## src/rtl/mult_div_unit_pkg.sv

```systemverilog
// Shared definitions for the multiply/divide unit and the decode path that
// feeds it: operation encodings, FSM states, R-type funct codes and small
// helpers for classifying an operation.
package mult_div_unit_pkg;

    typedef enum logic [1:0] {
        MDU_MULT  = 2'b00,
        MDU_MULTU = 2'b01,
        MDU_DIV   = 2'b10,
        MDU_DIVU  = 2'b11
    } mdu_op_e;

    typedef enum logic [1:0] {
        S_IDLE   = 2'b00,
        S_RUN    = 2'b01,
        S_FINISH = 2'b10
    } mdu_state_e;

    // R-type funct codes decoded by Control for the HI/LO group.
    localparam logic [5:0] FUNCT_MFHI  = 6'h10;
    localparam logic [5:0] FUNCT_MTHI  = 6'h11;
    localparam logic [5:0] FUNCT_MFLO  = 6'h12;
    localparam logic [5:0] FUNCT_MTLO  = 6'h13;
    localparam logic [5:0] FUNCT_MULT  = 6'h18;
    localparam logic [5:0] FUNCT_MULTU = 6'h19;
    localparam logic [5:0] FUNCT_DIV   = 6'h1A;
    localparam logic [5:0] FUNCT_DIVU  = 6'h1B;

    // Op[1] selects divide, Op[0] selects unsigned.
    function automatic logic op_is_div(input mdu_op_e op);
        return op[1];
    endfunction

    function automatic logic op_is_signed(input mdu_op_e op);
        return ~op[0];
    endfunction

endpackage

```

## src/rtl/mult_div_unit_step.sv

```systemverilog
// mdu_step: one combinational iteration shared by multiply and divide.
//  acc       in   2*WIDTH  running accumulator {upper, lower}
//  operand   in   WIDTH    multiplicand (mult) or divisor (div)
//  div_mode  in   1        0 = shift-add multiply, 1 = restoring divide
//  acc_next  out  2*WIDTH  accumulator after this step (bit 0 is 0 in div mode)
//  q_bit     out  1        quotient bit produced by this divide step
module mdu_step #(
    parameter int WIDTH = 32
) (
    input  logic [2*WIDTH-1:0] acc,
    input  logic [WIDTH-1:0]   operand,
    input  logic               div_mode,
    output logic [2*WIDTH-1:0] acc_next,
    output logic               q_bit
);

    logic [WIDTH:0] sum;
    logic [WIDTH:0] rem_sh;
    logic [WIDTH:0] diff;

    always_comb begin
        // Multiply: add the multiplicand into the upper half when the
        // current multiplier bit (acc[0]) is set, then shift right. The
        // carry lands in the top bit of the shifted accumulator.
        sum = {1'b0, acc[2*WIDTH-1:WIDTH]}
            + ({1'b0, operand} & {(WIDTH+1){acc[0]}});

        // Divide: shift the next dividend bit into the partial remainder and
        // trial-subtract on WIDTH+1 bits. A set top bit of the difference
        // means the subtraction borrowed, so the remainder is restored.
        rem_sh = {acc[2*WIDTH-1:WIDTH], acc[WIDTH-1]};
        diff   = rem_sh - {1'b0, operand};
        q_bit  = ~diff[WIDTH];

        if (div_mode) begin
            acc_next = {(q_bit ? diff[WIDTH-1:0] : rem_sh[WIDTH-1:0]),
                        acc[WIDTH-2:0], 1'b0};
        end else begin
            acc_next = {sum, acc[WIDTH-1:1]};
        end
    end

endmodule

```

## src/rtl/mult_div_unit.sv

```systemverilog
// mult_div_unit: iterative MULT/MULTU/DIV/DIVU engine owning HI/LO.
//  Clock, ResetN          rising-edge clock, async active-low reset
//  Start, Op, A, B        operation request and operands
//  WriteHi/WriteLo/WriteData  MTHI/MTLO writes (honoured in IDLE only)
//  Busy                   operation in flight, pipeline must stall
//  Done, DivByZero        completion pulse and divide-by-zero status
//  Hi, Lo                 architectural HI/LO registers
//  DbgState               current FSM state for observation
//
// Handshake: Start is a single-cycle request honoured only while Busy is low
// (state IDLE); a Start while Busy is dropped, never queued. Busy stays high
// from the accepting edge until the edge that writes HI/LO, where Done pulses
// for one cycle with Busy already low, so a Start in the Done cycle is taken.
module mult_div_unit
    import mult_div_unit_pkg::*;
#(
    parameter int WIDTH = 32,
    parameter int CNT_W = 5
) (
    input  logic             Clock,
    input  logic             ResetN,
    input  logic             Start,
    input  logic [1:0]       Op,
    input  logic [WIDTH-1:0] A,
    input  logic [WIDTH-1:0] B,
    input  logic             WriteHi,
    input  logic             WriteLo,
    input  logic [WIDTH-1:0] WriteData,
    output logic             Busy,
    output logic             Done,
    output logic             DivByZero,
    output logic [WIDTH-1:0] Hi,
    output logic [WIDTH-1:0] Lo,
    output logic [1:0]       DbgState
);

    mdu_state_e         state, state_next;
    mdu_op_e            op_q;
    logic [2*WIDTH-1:0] acc;
    logic [WIDTH-1:0]   opnd;
    logic               sign_a, sign_b, b_zero;
    logic [CNT_W-1:0]   cnt;
    logic               done_q, dz_q;
    logic [WIDTH-1:0]   hi_q, lo_q;

    // Operand conditioning at accept time: signed ops run on magnitudes.
    logic               in_signed, a_neg, b_neg;
    logic [WIDTH-1:0]   a_mag, b_mag;

    assign in_signed = ~Op[0];
    assign a_neg     = in_signed & A[WIDTH-1];
    assign b_neg     = in_signed & B[WIDTH-1];
    assign a_mag     = a_neg ? -A : A;
    assign b_mag     = b_neg ? -B : B;

    logic [2*WIDTH-1:0] step_acc;
    logic               step_q;

    mdu_step #(.WIDTH(WIDTH)) u_step (
        .acc      (acc),
        .operand  (opnd),
        .div_mode (op_is_div(op_q)),
        .acc_next (step_acc),
        .q_bit    (step_q)
    );

    // Sign fixup: sign flags are only ever set for signed ops.
    logic               neg_res;
    logic [2*WIDTH-1:0] prod;
    logic [WIDTH-1:0]   quo, rem;

    assign neg_res = sign_a ^ sign_b;
    assign prod    = neg_res ? -acc : acc;
    assign quo     = neg_res ? -acc[WIDTH-1:0] : acc[WIDTH-1:0];
    assign rem     = sign_a ? -acc[2*WIDTH-1:WIDTH] : acc[2*WIDTH-1:WIDTH];

    always_ff @(posedge Clock or negedge ResetN) begin
        if (!ResetN) state <= S_IDLE;
        else         state <= state_next;
    end

    always_comb begin
        state_next = state;
        unique case (state)
            S_IDLE:   if (Start) state_next = S_RUN;
            S_RUN:    if (cnt == '0) state_next = S_FINISH;
            S_FINISH: state_next = S_IDLE;
            default:  state_next = S_IDLE;
        endcase
    end

    always_ff @(posedge Clock or negedge ResetN) begin
        if (!ResetN) begin
            op_q   <= MDU_MULT;
            acc    <= '0;
            opnd   <= '0;
            sign_a <= 1'b0;
            sign_b <= 1'b0;
            b_zero <= 1'b0;
            cnt    <= '0;
            done_q <= 1'b0;
            dz_q   <= 1'b0;
            hi_q   <= '0;
            lo_q   <= '0;
        end else begin
            done_q <= 1'b0;
            unique case (state)
                S_IDLE: begin
                    if (WriteHi) hi_q <= WriteData;
                    if (WriteLo) lo_q <= WriteData;
                    if (Start) begin
                        op_q   <= mdu_op_e'(Op);
                        // Multiplier / dividend sits in the low half for both.
                        acc    <= {{WIDTH{1'b0}}, a_mag};
                        opnd   <= b_mag;
                        sign_a <= a_neg;
                        sign_b <= b_neg;
                        b_zero <= (B == '0);
                        cnt    <= CNT_W'(WIDTH - 1);
                        dz_q   <= 1'b0;
                    end
                end
                S_RUN: begin
                    acc <= op_is_div(op_q) ? {step_acc[2*WIDTH-1:1], step_q}
                                           : step_acc;
                    cnt <= cnt - 1'b1;
                end
                S_FINISH: begin
                    done_q <= 1'b1;
                    if (op_is_div(op_q)) begin
                        // A zero divisor leaves HI/LO untouched.
                        if (b_zero) begin
                            dz_q <= 1'b1;
                        end else begin
                            hi_q <= rem;
                            lo_q <= quo;
                        end
                    end else begin
                        {hi_q, lo_q} <= prod;
                    end
                end
                default: ;
            endcase
        end
    end

    assign Busy      = (state != S_IDLE);
    assign Done      = done_q;
    assign DivByZero = dz_q;
    assign Hi        = hi_q;
    assign Lo        = lo_q;
    assign DbgState  = state;

endmodule

```

## config.mk

```make
export PLATFORM = sky130hd
export DESIGN_NAME = mult_div_unit
export DESIGN_NICKNAME = d
export VERILOG_FILES = /design/src/rtl/mult_div_unit_pkg.sv /design/src/rtl/mult_div_unit_step.sv /design/src/rtl/mult_div_unit.sv
export SDC_FILE = /design/constraint.sdc
export NUM_CORES = 1
export LEC_CHECK = 0
export CORE_MARGIN = 4
export CORE_UTILIZATION = 50
export DETAILED_ROUTE_END_ITERATION = 6
export PLACE_DENSITY = 0.71
export SLEW_MARGIN = 20
export SYNTH_ARGS = -nofsm -noshare
export SYNTH_HDL_FRONTEND = slang
export SYNTH_SLANG_ARGS = --single-unit
```

## constraint.sdc

```tcl
create_clock -name Clock -period 4.05 [get_ports Clock]
set_input_delay 0.81 -clock Clock [delete_from_list [all_inputs] [get_ports Clock]]
set_output_delay 0.81 -clock Clock [all_outputs]
set_load 0.05 [all_outputs]
```

==> impl_metrics.csv <==
group,metric,value,unit
run_status,status,"complete, no violations",
place,hpwl,37310,um
floorplanning,die_w,178.7,um
worst_setup_path,worstSetupStartpointType,"flop",
flow_run,drv_cap,0,
drt,wl_per_cell,20.17,um
sta,fin_crit_sh,0.9302,
final_layout,num-fill-cells,2623,
hold_path,hp-class,"in2async",
global_route,grt_usage,0.2945,
final_layout,final_util,0.6051,
floorplanning,ios,172,
floorplanning,die_h,178.7,um
synthesis,synth_seq_cells,173,
sta,relSlewSlack,0.3903,
clocking,cts_inserted_buffers,17,
clocking,insertion_delay,450,ps
sta,drv_slew,0,
clocking,clock_sinks,173,
sta,worstMarginPinSlew,914.6,ps
floorplanning,initial_core_util,0.5078,
synthesis,synth_flop_cell,"dfrtp_1",
synthesis,yosysUniqueCellTypes,73,
synthesis,synth.area.top_cells,"dfrtp_1 30%, o21ai_0 6.0%, ha_1 6.0%",
worst_setup_path,cp_data_required_time,4400,ps
worst_setup_path,worst-r2r-cell-count,15,
power,leakagePower,0.007471,uW
drt,drc,0,
drt,drt_iter0_drc,1650,
clocking,ctsLongestPathBuffers,2,
synthesis,synth_area_per_cell,7.908,um2
synthesis,synth_edf_count,0,
clocking,cts_tree,"yes",
synthesis,async_flop_share,1.000,
synthesis,ys_seq_area_frac,0.2970,
drt,via_count,14550,
place,place.gp.congestion,0.9760,
final_layout,syn2layout_area_growth,19.17,%
global_route,grt_pass1_wl,74820,um
sta,setup_viol,0,
sta,setup_tns,0,ps
drt,postRouteAntennaNets,0,
worst_setup_path,cp-end-kind,"flop",
global_route,grt_pass1_vias,13580,
synthesis,syn_inst,1843,
power,p_per_area,1011,nW/um2
sta,fin_crit,3768,ps
sta,hold-worst-slack,333.0,ps
sta,rsz0062_at_grt,"no",
synthesis,yosysWarnings,0,
global_route,antenna_found_initial,0,
worst_setup_path,path_class,"reg2reg",
synthesis,synthesis.area,14570,um2
synthesis,synth.net_count,2018,
worst_setup_path,cp.arrival,4120,ps
drt,firstDrtPassIters,7,
place,portBuffers,171,
floorplanning,core-area,28700,um2
clocking,htreeDepth,4,
sta,hold_viol,0,
synthesis,synth.top_cell.area_share,0.2970,
drt,wl,47740,um
floorplanning,fp.dieArea,31940,um2
sta,worst_clock_skew,18.70,ps
final_layout,drive_above_1_share,0.06203,
power,finalPower,17560,uW
floorplanning,row_count,62,
final_layout,antennaDiodeCount,0,
worst_setup_path,cp_max_fo,11,
synthesis,synth_top_cell_by_area,"dfrtp_1",
final_layout,nNetsFinal,2145,
drt,viasPerCell,6.148,
clocking,path_clk_slew,80,ps
sta,fmax,0.2654,GHz
final_layout,stdcell_area,17370,um2
clocking,root_buffer,"clkbuf_16",
global_route,overflow,0,
global_route,grt_start_max_net_pins,67,
place,place_area,16740,um2
power,ir_worst_vdd,606.6,uV
[routing by layer]
metal	vias up	part of all wire	wire [um]	GRT usage
met5	-	0	0	0
met4	0	0.021	989	0.07035
met3	62	0.10	4777	0.05884
met2	718	0.43	20480	0.4467
met1	6892	0.45	21490	0.4339
li1	6880	-	-	-
[worst max-delay path: stages (launching register included)]
cell,delay [ps]
dfrtp_1,410
inv_1,110
ha_1,240
fa_1,420
nand2b_1,180
a21oi_1,260
o21ai_1,140
a21oi_1,230
o31ai_2,140
a21oi_1,270
mux2i_1,400
nand2_4,210
buf_4,240
buf_4,150
mux2i_1,100
o21ai_0,160
[cell type report]
type,instances,area (um2),area share
Multi-Input combinational cell,1495,9613,0.5535
Tap cell,384,480.5,0.02766
Clock inverter,15,171.4,0.009870
Clock buffer,17,425.4,0.02449
Inverter,64,240.2,0.01383
Sequential cell,173,4332,0.2494
Timing Repair Buffer,219,2106,0.1212
[stage by stage]
step | worst slack [ps] | std cells
global placement | 379.2 | 2334
floorplan | 851.2 | 1843
CTS | 245.1 | 2366
finish | 282.5 | 2367
global route | 52.03 | 2367
detailed placement | 267.9 | 2334
[sequential cells by signal, indices dropped and copies added (netlist names), 2 cells and up]
name and cells:
acc 64, Lo 32, Hi 32, cnt 5, opnd 32, DbgState 2
[power by group]
part / switching, uW / internal, uW / leakage (uW)
logic: 7420 / 4760 / 0.00506
registers: 1110 / 2580 / 0.00213
clock network: 861 / 833 / 0.000288
total: 9390 / 8170 / 0.00747
[kinds of logic (layout without fill, tap and decap cells)]
family / Yosys count / count (layout) / synth area share
AO/OA/AOI/OAI: 581 / 581 / 0.2509
adder cells (fa/ha/maj): 72 / 72 / 0.06284
AND/OR/NAND/NOR: 608 / 608 / 0.1964
XOR/XNOR: 171 / 171 / 0.1028
buffers and inverters: 175 / 315 / 0.04653
flip-flops: 173 / 173 / 0.2970
multiplexers: 63 / 63 / 0.04353
[worst paths after layout]
path	from	endpoint	slack (ps)
worst max-delay path	acc[31]$_DFFE_PN0P_	acc[46]$_DFFE_PN0P_	280
worst min-delay path	ResetN	Lo[22]$_DFFE_PN0P_	330
worst max register to register	acc[31]$_DFFE_PN0P_	acc[46]$_DFFE_PN0P_	280
worst min register to register	Hi[14]$_DFFE_PN0P_	Hi[14]$_DFFE_PN0P_	480
max in group asynchronous	ResetN	cnt[2]$_DFFE_PN0P_	2910
min in group Clock	Hi[14]$_DFFE_PN0P_	Hi[14]$_DFFE_PN0P_	480
[Yosys cell counts, drive strengths merged, types with 46 or more instances]
library cell,count
xnor2,98
inv,63
ha,70
o21ai,183
o31ai,48
mux2i,60
nor2,191
dfrtp,173
nand2,215
xor2,73
nor3,46
clkbuf,92
a21oi,129
[timing repair]
| item | 4_1_cts | 5_1_grt |
|---|---|---|
| setup buffers | 0 | 0 |
| resized for setup | 0 | 2 |
| hold buffers | 0 | 0 |
| endpoints found under the setup margin | 0 | 2 |
[cells in the final DEF, fill, tap and decap left out, drive strengths merged, types with 12 or more instances in the layout]
master,n
a211oi,13
a21o,42
a21oi,129
a22oi,23
a31oi,25
and3,12
buf,49
clkbuf,17
clkdlybuf4s50,170
dfrtp,173
ha,70
inv,70
mux2i,60
nand2,215
nand2b,25
nand3,22
nor2,191
nor2b,21
nor3,46
nor4,20
o211ai,32
o21ai,183
o31ai,48
or3,13
xnor2,98
xor2,73
Power figures use the tool's default switching activity.
